## src/rtl/clock_setter.sv

```systemverilog
// Time-setting front end: debounces mode/up/down keys and walks an
// hour -> minute -> second edit sequence, ending in a one-cycle load strobe.
module clock_setter #(
  parameter logic [19:0] DEBOUNCE_CNT = 20'd999_999,
  parameter logic [24:0] BLINK_CNT    = 25'd24_999_999
) (
  input  logic       clk,
  input  logic       rstn,
  input  logic       key_mode,
  input  logic       key_up,
  input  logic       key_down,
  input  logic [4:0] cur_hour,
  input  logic [5:0] cur_min,
  input  logic [5:0] cur_sec,
  output logic [4:0] set_hour,
  output logic [5:0] set_min,
  output logic [5:0] set_sec,
  output logic       load,
  output logic       editing,
  output logic [5:0] blink_mask
);

  typedef enum logic [1:0] {RUN, SET_HOUR, SET_MIN, SET_SEC} state_t;

  state_t      state, state_n;
  logic [2:0]  key_raw, key_press;
  logic [4:0]  hour_n;
  logic [5:0]  min_n, sec_n, mask_n;
  logic [24:0] blink_cnt, blink_cnt_n;
  logic        blink_off, blink_off_n, blink_clr, load_n;
  logic        mode_p, up_p, down_p;

  assign key_raw = {key_down, key_up, key_mode};

  for (genvar k = 0; k < 3; k++) begin : g_key
    logic        sync1, sync2, level, press;
    logic [19:0] stab_cnt;

    // Counter only runs while the synchronized level disagrees with the
    // accepted level; any return to agreement restarts the stability window.
    always_ff @(posedge clk or negedge rstn) begin
      if (!rstn) begin
        sync1    <= 1'b1;
        sync2    <= 1'b1;
        level    <= 1'b1;
        press    <= 1'b0;
        stab_cnt <= '0;
      end else begin
        sync1 <= key_raw[k];
        sync2 <= sync1;
        press <= 1'b0;
        if (sync2 == level) begin
          stab_cnt <= '0;
        end else if (stab_cnt == DEBOUNCE_CNT) begin
          level    <= sync2;
          stab_cnt <= '0;
          press    <= ~sync2;
        end else begin
          stab_cnt <= stab_cnt + 20'd1;
        end
      end
    end

    assign key_press[k] = press;
  end

  assign mode_p = key_press[0];
  assign up_p   = key_press[1] & ~key_press[2] & ~mode_p;
  assign down_p = key_press[2] & ~key_press[1] & ~mode_p;

  always_comb begin
    state_n   = state;
    hour_n    = set_hour;
    min_n     = set_min;
    sec_n     = set_sec;
    load_n    = 1'b0;
    blink_clr = 1'b0;
    case (state)
      RUN: if (mode_p) begin
        hour_n    = cur_hour;
        min_n     = cur_min;
        sec_n     = cur_sec;
        state_n   = SET_HOUR;
        blink_clr = 1'b1;
      end
      SET_HOUR: begin
        if (mode_p) begin
          state_n   = SET_MIN;
          blink_clr = 1'b1;
        end else if (up_p) begin
          hour_n    = (set_hour >= 5'd23) ? 5'd0 : set_hour + 5'd1;
          blink_clr = 1'b1;
        end else if (down_p) begin
          hour_n    = (set_hour == 5'd0 || set_hour > 5'd23) ? 5'd23 : set_hour - 5'd1;
          blink_clr = 1'b1;
        end
      end
      SET_MIN: begin
        if (mode_p) begin
          state_n   = SET_SEC;
          blink_clr = 1'b1;
        end else if (up_p) begin
          min_n     = (set_min >= 6'd59) ? 6'd0 : set_min + 6'd1;
          blink_clr = 1'b1;
        end else if (down_p) begin
          min_n     = (set_min == 6'd0 || set_min > 6'd59) ? 6'd59 : set_min - 6'd1;
          blink_clr = 1'b1;
        end
      end
      SET_SEC: begin
        if (mode_p) begin
          state_n = RUN;
          load_n  = 1'b1;
        end else if (up_p) begin
          sec_n     = (set_sec >= 6'd59) ? 6'd0 : set_sec + 6'd1;
          blink_clr = 1'b1;
        end else if (down_p) begin
          sec_n     = (set_sec == 6'd0 || set_sec > 6'd59) ? 6'd59 : set_sec - 6'd1;
          blink_clr = 1'b1;
        end
      end
      default: state_n = RUN;
    endcase

    if (blink_clr) begin
      blink_cnt_n = '0;
      blink_off_n = 1'b0;
    end else if (blink_cnt == BLINK_CNT) begin
      blink_cnt_n = '0;
      blink_off_n = ~blink_off;
    end else begin
      blink_cnt_n = blink_cnt + 25'd1;
      blink_off_n = blink_off;
    end

    // Mask follows next-cycle state so it lines up with editing/set_*.
    mask_n = '0;
    if (blink_off_n) begin
      case (state_n)
        SET_HOUR: mask_n = 6'b110000;
        SET_MIN:  mask_n = 6'b001100;
        SET_SEC:  mask_n = 6'b000011;
        default:  mask_n = '0;
      endcase
    end
  end

  always_ff @(posedge clk or negedge rstn) begin
    if (!rstn) begin
      state      <= RUN;
      set_hour   <= '0;
      set_min    <= '0;
      set_sec    <= '0;
      load       <= 1'b0;
      editing    <= 1'b0;
      blink_mask <= '0;
      blink_cnt  <= '0;
      blink_off  <= 1'b0;
    end else begin
      state      <= state_n;
      set_hour   <= hour_n;
      set_min    <= min_n;
      set_sec    <= sec_n;
      load       <= load_n;
      editing    <= (state_n != RUN);
      blink_mask <= mask_n;
      blink_cnt  <= blink_cnt_n;
      blink_off  <= blink_off_n;
    end
  end

endmodule

```

## config.mk

```make
export PLATFORM = sky130hd
export DESIGN_NAME = clock_setter
export DESIGN_NICKNAME = d
export VERILOG_FILES = /design/src/rtl/clock_setter.sv
export SDC_FILE = /design/constraint.sdc
export NUM_CORES = 1
export LEC_CHECK = 0
export ABC_AREA = 1
export CORE_MARGIN = 3
export CORE_UTILIZATION = 60
export CTS_BUF_LIST = sky130_fd_sc_hd__clkbuf_2 sky130_fd_sc_hd__clkbuf_4 sky130_fd_sc_hd__clkbuf_8
export DETAILED_ROUTE_END_ITERATION = 7
export HOLD_SLACK_MARGIN = 0.06
export PLACE_DENSITY = 0.81
export SYNTH_ARGS = -nofsm -noshare
export SYNTH_HDL_FRONTEND = slang
export SYNTH_SLANG_ARGS = --single-unit
```

## constraint.sdc

```tcl
create_clock -name clk -period 4.1 [get_ports clk]
set_clock_uncertainty 0.15 [all_clocks]
set_input_delay 1.23 -clock clk [delete_from_list [all_inputs] [get_ports clk]]
set_output_delay 1.23 -clock clk [all_outputs]
set_load 0.005 [all_outputs]
```

==> results_dict.tcl, run 1 <==
set metrics [dict create \
    synth_top_area_cell "dfrtp_1" \
    antenna_found_initial 0 \
    p_comb_frac 0.033 \
    synth_area_leaders "dfrtp_1 38%, nand2_1 12%, nor2_1 11%" \
    synthCells 1013 \
    tightest_slew_ns 0.666 \
    grt_pass1_wl_mm 26.1 \
    async_flop_share 1.00 \
    hpwl_mm 11.0 \
    htreeDepth 4 \
    hp-class "flop to flop" \
    cts_buffer_depth 2 \
    vias 6379 \
    seq_area_frac_synth 0.414 \
    hold_violations 0 \
    die_area_um2 13700 \
    p_int_uw 1800 \
    synthesis.nets 1051 \
    max_stage_delay_ns 0.59 \
    cp.required_ns 2.72 \
    setup_ws_ns 1.15 \
    utilization 0.708 \
    insertion_delay_ns 0.44 \
    cts-root-buf "clkbuf_8" \
    portBuffers 46 \
    slowest_stage "clkdlybuf4s50_1" \
    rows 39 \
    status "complete, no violations" \
    cts_made_buffers 17 \
    start_util 0.632 \
    routedWlPerCell_um 12.4 \
    fillers 934 \
    path_clk_slew_ns 0.07 \
    layout.nets 1094 \
    critPathTopFamily "buffers and inverters" \
    routed_wl_mm 15.0 \
    power.density_cell_area_nw_per_um2 280 \
    hold_buffers 0 \
    crit_arrival_ns 1.57 \
    syn_area_um2 7400 \
    yosysTopAreaCellShare 0.382 \
    dieHeight_um 117 \
    setup_viol 0 \
    multi_input_area_um2 3730 \
    grt_pass1_vias 5939 \
    path_buf_inv 1 \
    yosysUniqueCellTypes 43 \
    tritoncts "built" \
    ir_worst_vdd_mv 0.342 \
    worst_setup_path_start_kind "flop" \
    die_x_um 117 \
    crit_chain "clkdlybuf4s50_1" \
    pwr-share-clk 0.439 \
    sequentialPowerShare 0.528 \
    yosysMostFrequentCell "nand2_1" \
    pre_cts_ws_ns 1.61 \
    slew_viol_final 0 \
    cap_viol_max_count 0 \
    post_cts_resized 0 \
    gr-total-overflow 0 \
    area_delta_synth_final_pct 12.0 \
    regArea_um2 3060 \
    path_max_fanout 10 \
    drt-vias-per-instance 5.27 \
    io_pins 47 \
    drt_iter0_markers 599 \
    syn_area_per_cell_um2 7.31 \
    yosysWarnings 0 \
    grt_max_degree 123 \
    relSlewSlack 0.556 \
    switchingPower_uw 512 \
    fin_crit_sh 0.718 \
    synth_edf_count 0 \
    fin_crit_ns 2.95 \
    leakage_uw 0.00382 \
    groute.usage.overall 0.238 \
    fin_setup_tns_ns 0 \
    crit_path_end_kind "primary output" \
    critical_path_class "flop to primary output" \
    fmax_mhz 339 \
    num_antenna_cells 0 \
    route.detailed.drc 0 \
    drive_gt1_frac 0.0749 \
    first_pass_iters 5 \
    core_um2 11700 \
    gp_congestion 0.955 \
    rsz0062_at_grt "false" \
    clock-sinks 122 \
    postRouteAntennaNets 0 \
    ys_seq_elements 122 \
    post-cts-setup-buffers 0 \
    synthTopCellsByCount "243 x nand2_1, 210 x nor2_1, 116 x inv_1, 113 x dfrtp_1, 73 x nand3_1" \
    sw_frac_of_total 0.221 \
    synth-main-ff-cell "dfrtp_1" \
]
==> placed cells by master (no fill, tap or decap), types with 10 or more instances in the layout <==
master and n:
nand3_1 73, clkdlybuf4s50_1 45, nor3_1 37, ha_1 16, nand2_1 243, a21oi_1 18, nand4_1 26, inv_1 116
nor2_1 210, dfrtp_1 113, clkbuf_8 20, o21ai_0 15, xor2_1 48, nor2_2 10
==> layout make-up <==
class                           count  area share
Tap cell                          143      0.0216
Sequential cell                   122       0.370
Timing Repair Buffer               47      0.0577
Clock buffer                       25      0.0377
Clock inverter                      6     0.00815
Multi-Input combinational cell    749       0.450
Inverter                          119      0.0548
==> metrics by stage <==
| step | cells | cell area [µm²] | total power (µW) | hold slack, ns |
|---|---|---|---|---|
| global route | 1211 | 8290 | 2410 | 0.219 |
| finish | 1211 | 8290 | 2320 | 0.210 |
| global placement | 1180 | 7910 | 1320 | 0.196 |
| CTS | 1211 | 8290 | 2350 | 0.210 |
| detailed placement | 1180 | 7910 | 1320 | 0.200 |
| floorplan | 1013 | 7400 | 1270 | 0.195 |
==> sequential cells by signal, indices dropped and copies added, names as in the netlist <==
signal and cells:
g_key.level 3, blink_off 1, editing 1, g_key.sync1 3
g_key.press 3, blink_cnt 25, blink_mask 3, set_hour 5
set_sec 6, g_key.sync2 3, load 1, state 2
set_min 6, g_key.stab_cnt 60
==> final timing paths <==
| check | end | slack [ns] | startpoint | cells past startpoint |
|---|---|---|---|---|
| min reg2reg | g_key[1].sync2 | 0.21 | g_key[1].sync1 | 0 |
| min | g_key[1].sync2 | 0.21 | g_key[1].sync1 | 0 |
| min in group asynchronous | set_min[3] | 0.69 | rstn | 2 |
| max reg2reg | set_min[0] | 1.99 | state[0] | 8 |
| max | set_sec[2] | 1.15 | set_sec[2] | 1 |
| max in group asynchronous | blink_cnt[19] | 2.58 | rstn | 2 |
==> power groups by stage <==
stage / Clock [µW] / Combinational, µW / Sequential, µW
6_report: 1020 / 77.3 / 1220
5_1_grt: 1100 / 87.9 / 1220
4_1_cts: 1050 / 79.9 / 1220
3_5_place_dp: 0 / 79.4 / 1250
3_3_place_gp: 0 / 78.8 / 1240
2_1_floorplan: 0 / 27.2 / 1240
==> routing by layer <==
layer	GRT usage	vias up	routed length, µm
met4	0.0757	0	178
met3	0.0555	20	762
met1	0.338	2925	7380
met5	0	-	0
li1	-	3274	-
met2	0.364	160	6660
==> logic make-up (layout without fill, tap and decap cells) <==
logic type	Yosys count	count (layout)	share of synthesized area
and+or+nand+nor	632	632	0.375
buffers and inverters	142	197	0.0817
DFF	122	122	0.414
xor gates and xnor gates	56	56	0.0663
AOI/OAI and AO/OA	45	45	0.0355
adders and majority gates	16	16	0.0270
Note: power is estimated with default switching activity, not from simulation.
==> run 2, diff against run 1 <==
Clock period 4.1 ns to 3 ns, I/O delays scaled along.
==> results_dict.tcl, run 2 (synthesized netlist as in run 1, its figures left out) <==
set metrics [dict create \
    status "complete, no violations" \
    cp-startpoint "set_sec[2]" \
    drt-vias-per-instance 5.36 \
    drt_iter0_markers 463 \
    post-cts-setup-buffers 0 \
    r2r_end "g_key[0].stab_cnt[15]" \
    r2r-start "g_key[0].stab_cnt[0]" \
    sw_frac_of_total 0.228 \
    path_clk_slew_ns 0.08 \
    p_comb_frac 0.033 \
    hp-class "flop to flop" \
    regMostFlops "g_key.stab_cnt" \
    slowest_stage "clkdlybuf4s50_1" \
    postRouteAntennaNets 0 \
    groute.usage.overall 0.243 \
    portBuffers 46 \
    largest_register_ffs 60 \
    cp.required_ns 1.95 \
    htreeDepth 4 \
    worst_setup_path_start_kind "flop" \
    fin_crit_ns 2.63 \
    drive_gt1_frac 0.0784 \
    insertion_delay_ns 0.44 \
    ir_worst_vdd_mv 0.509 \
    vias 6508 \
    start_util 0.632 \
    rows 39 \
    cts_made_buffers 17 \
    io_pins 47 \
    num_antenna_cells 0 \
    grt_max_degree 49 \
    reg2reg_depth 9 \
    leakage_uw 0.00386 \
    cts_buffer_depth 2 \
    grt_pass1_wl_mm 26.8 \
    grt_pass1_vias 5993 \
    final_common_cell "nand2_1" \
    gr-total-overflow 0 \
    area_delta_synth_final_pct 13.2 \
    utilization 0.715 \
    first_pass_iters 5 \
    cap_viol_max_count 0 \
    route.detailed.drc 0 \
    path_buf_inv 1 \
    hold_buffers 0 \
    critPathTopFamily "buffers and inverters" \
    layout.nets 1097 \
    core_um2 11700 \
    clock-sinks 122 \
    gp_congestion 0.932 \
    power.density_cell_area_nw_per_um2 406 \
    rsz0062_at_grt "false" \
    tritoncts "built" \
    setup_viol 0 \
    layout_common_cells "243 x nand2_1, 210 x nor2_1, 116 x inv_1" \
    hpwl_mm 11.5 \
    fin_setup_tns_ns 0 \
    relSlewSlack 0.543 \
    antenna_found_initial 0 \
    crit_chain "clkdlybuf4s50_1" \
    hold_violations 0 \
    cts-root-buf "clkbuf_8" \
    routedWlPerCell_um 12.9 \
    sequentialPowerShare 0.491 \
    critical_path_class "flop to primary output" \
    setup_ws_ns 0.368 \
    largest_registers "g_key.stab_cnt: 60 flops, blink_cnt: 25 flops" \
    tightest_slew_ns 0.685 \
    p_int_uw 2630 \
    critical_path.endpoint "set_sec[2]" \
    routed_wl_mm 15.7 \
    fillers 997 \
    whs_ns 0.209 \
    die_area_um2 13700 \
    pwr-share-clk 0.476 \
    switchingPower_uw 777 \
    max_stage_delay_ns 0.59 \
    dieHeight_um 117 \
    cp.depth 1 \
    crit_arrival_ns 1.58 \
    fmax_mhz 380 \
    rrSetupSlack_ns 0.95 \
    path_max_fanout 10 \
    fin_crit_sh 0.877 \
    die_x_um 117 \
    pre_cts_ws_ns 0.837 \
    crit_path_end_kind "primary output" \
    post_cts_resized 0 \
    slew_viol_final 0 \
]
[run 2: changes by cell type in the layout (fill, tap and decap cells not counted)]
cell        previous run  this run
inv_6                  0         2
buf_4                  1         3
clkbuf_4               5         1
clkinvlp_4             2         1
bufinv_16              1         4
clkinv_4               2         4
buf_12                 1         2
clkinv_2               1         3
clkbuf_8              20        17
[run 2: metrics by stage]
| stage | total power [µW] | cell area [µm²] | instances |
|---|---|---|---|
| floorplan | 1740 | 7400 | 1013 |
| detailed placement | 1820 | 7940 | 1183 |
| global route | 3530 | 8380 | 1215 |
| global placement | 1810 | 7940 | 1183 |
| CTS | 3440 | 8380 | 1215 |
| finish | 3400 | 8380 | 1215 |
[run 2: routing by layer]
metal / global-route usage / share of wire / vias to the layer above
li1: - / - / 3283
met1: 0.341 / 0.48 / 2999
met2: 0.380 / 0.45 / 204
met3: 0.0591 / 0.058 / 22
met4: 0.0696 / 0.015 / 0
met5: 0 / 0 / -
[run 2: area by class of cell]
class	count	area (µm²)	area share
timing repair buffer	50	513	0.0612
sequential	122	3060	0.366
tap	143	179	0.0214
clock buffer	18	241	0.0288
multi-input combinational	749	3730	0.445
inverter	119	454	0.0542
clock inverter	14	195	0.0233
[run 2: worst min-delay path by stage]
stage	from	cells past startpoint	slack, ns	end
2_1_floorplan	g_key[0].sync1	0	0.20	g_key[0].sync2
3_5_place_dp	g_key[1].sync1	0	0.20	g_key[1].sync2
6_report	g_key[1].sync1	0	0.21	g_key[1].sync2
5_1_grt	g_key[1].sync1	0	0.21	g_key[1].sync2
3_3_place_gp	g_key[2].sync1	0	0.20	g_key[2].sync2
4_1_cts	g_key[1].sync1	0	0.21	g_key[1].sync2
[run 2: power groups by stage]
stage	sequential (µW)	combinational, µW	clock (µW)
global placement	1700	113	0
CTS	1670	115	1650
finish	1670	112	1620
floorplan	1700	37.2	0
global route	1670	127	1730
detailed placement	1700	114	0
==> run 3, diff against run 2 <==
Settings changed: SKIP_CTS_REPAIR_TIMING set to 1.
==> results of run 3 <==
Same layout as run 2: the final DEF is identical, and so are final timing and power.
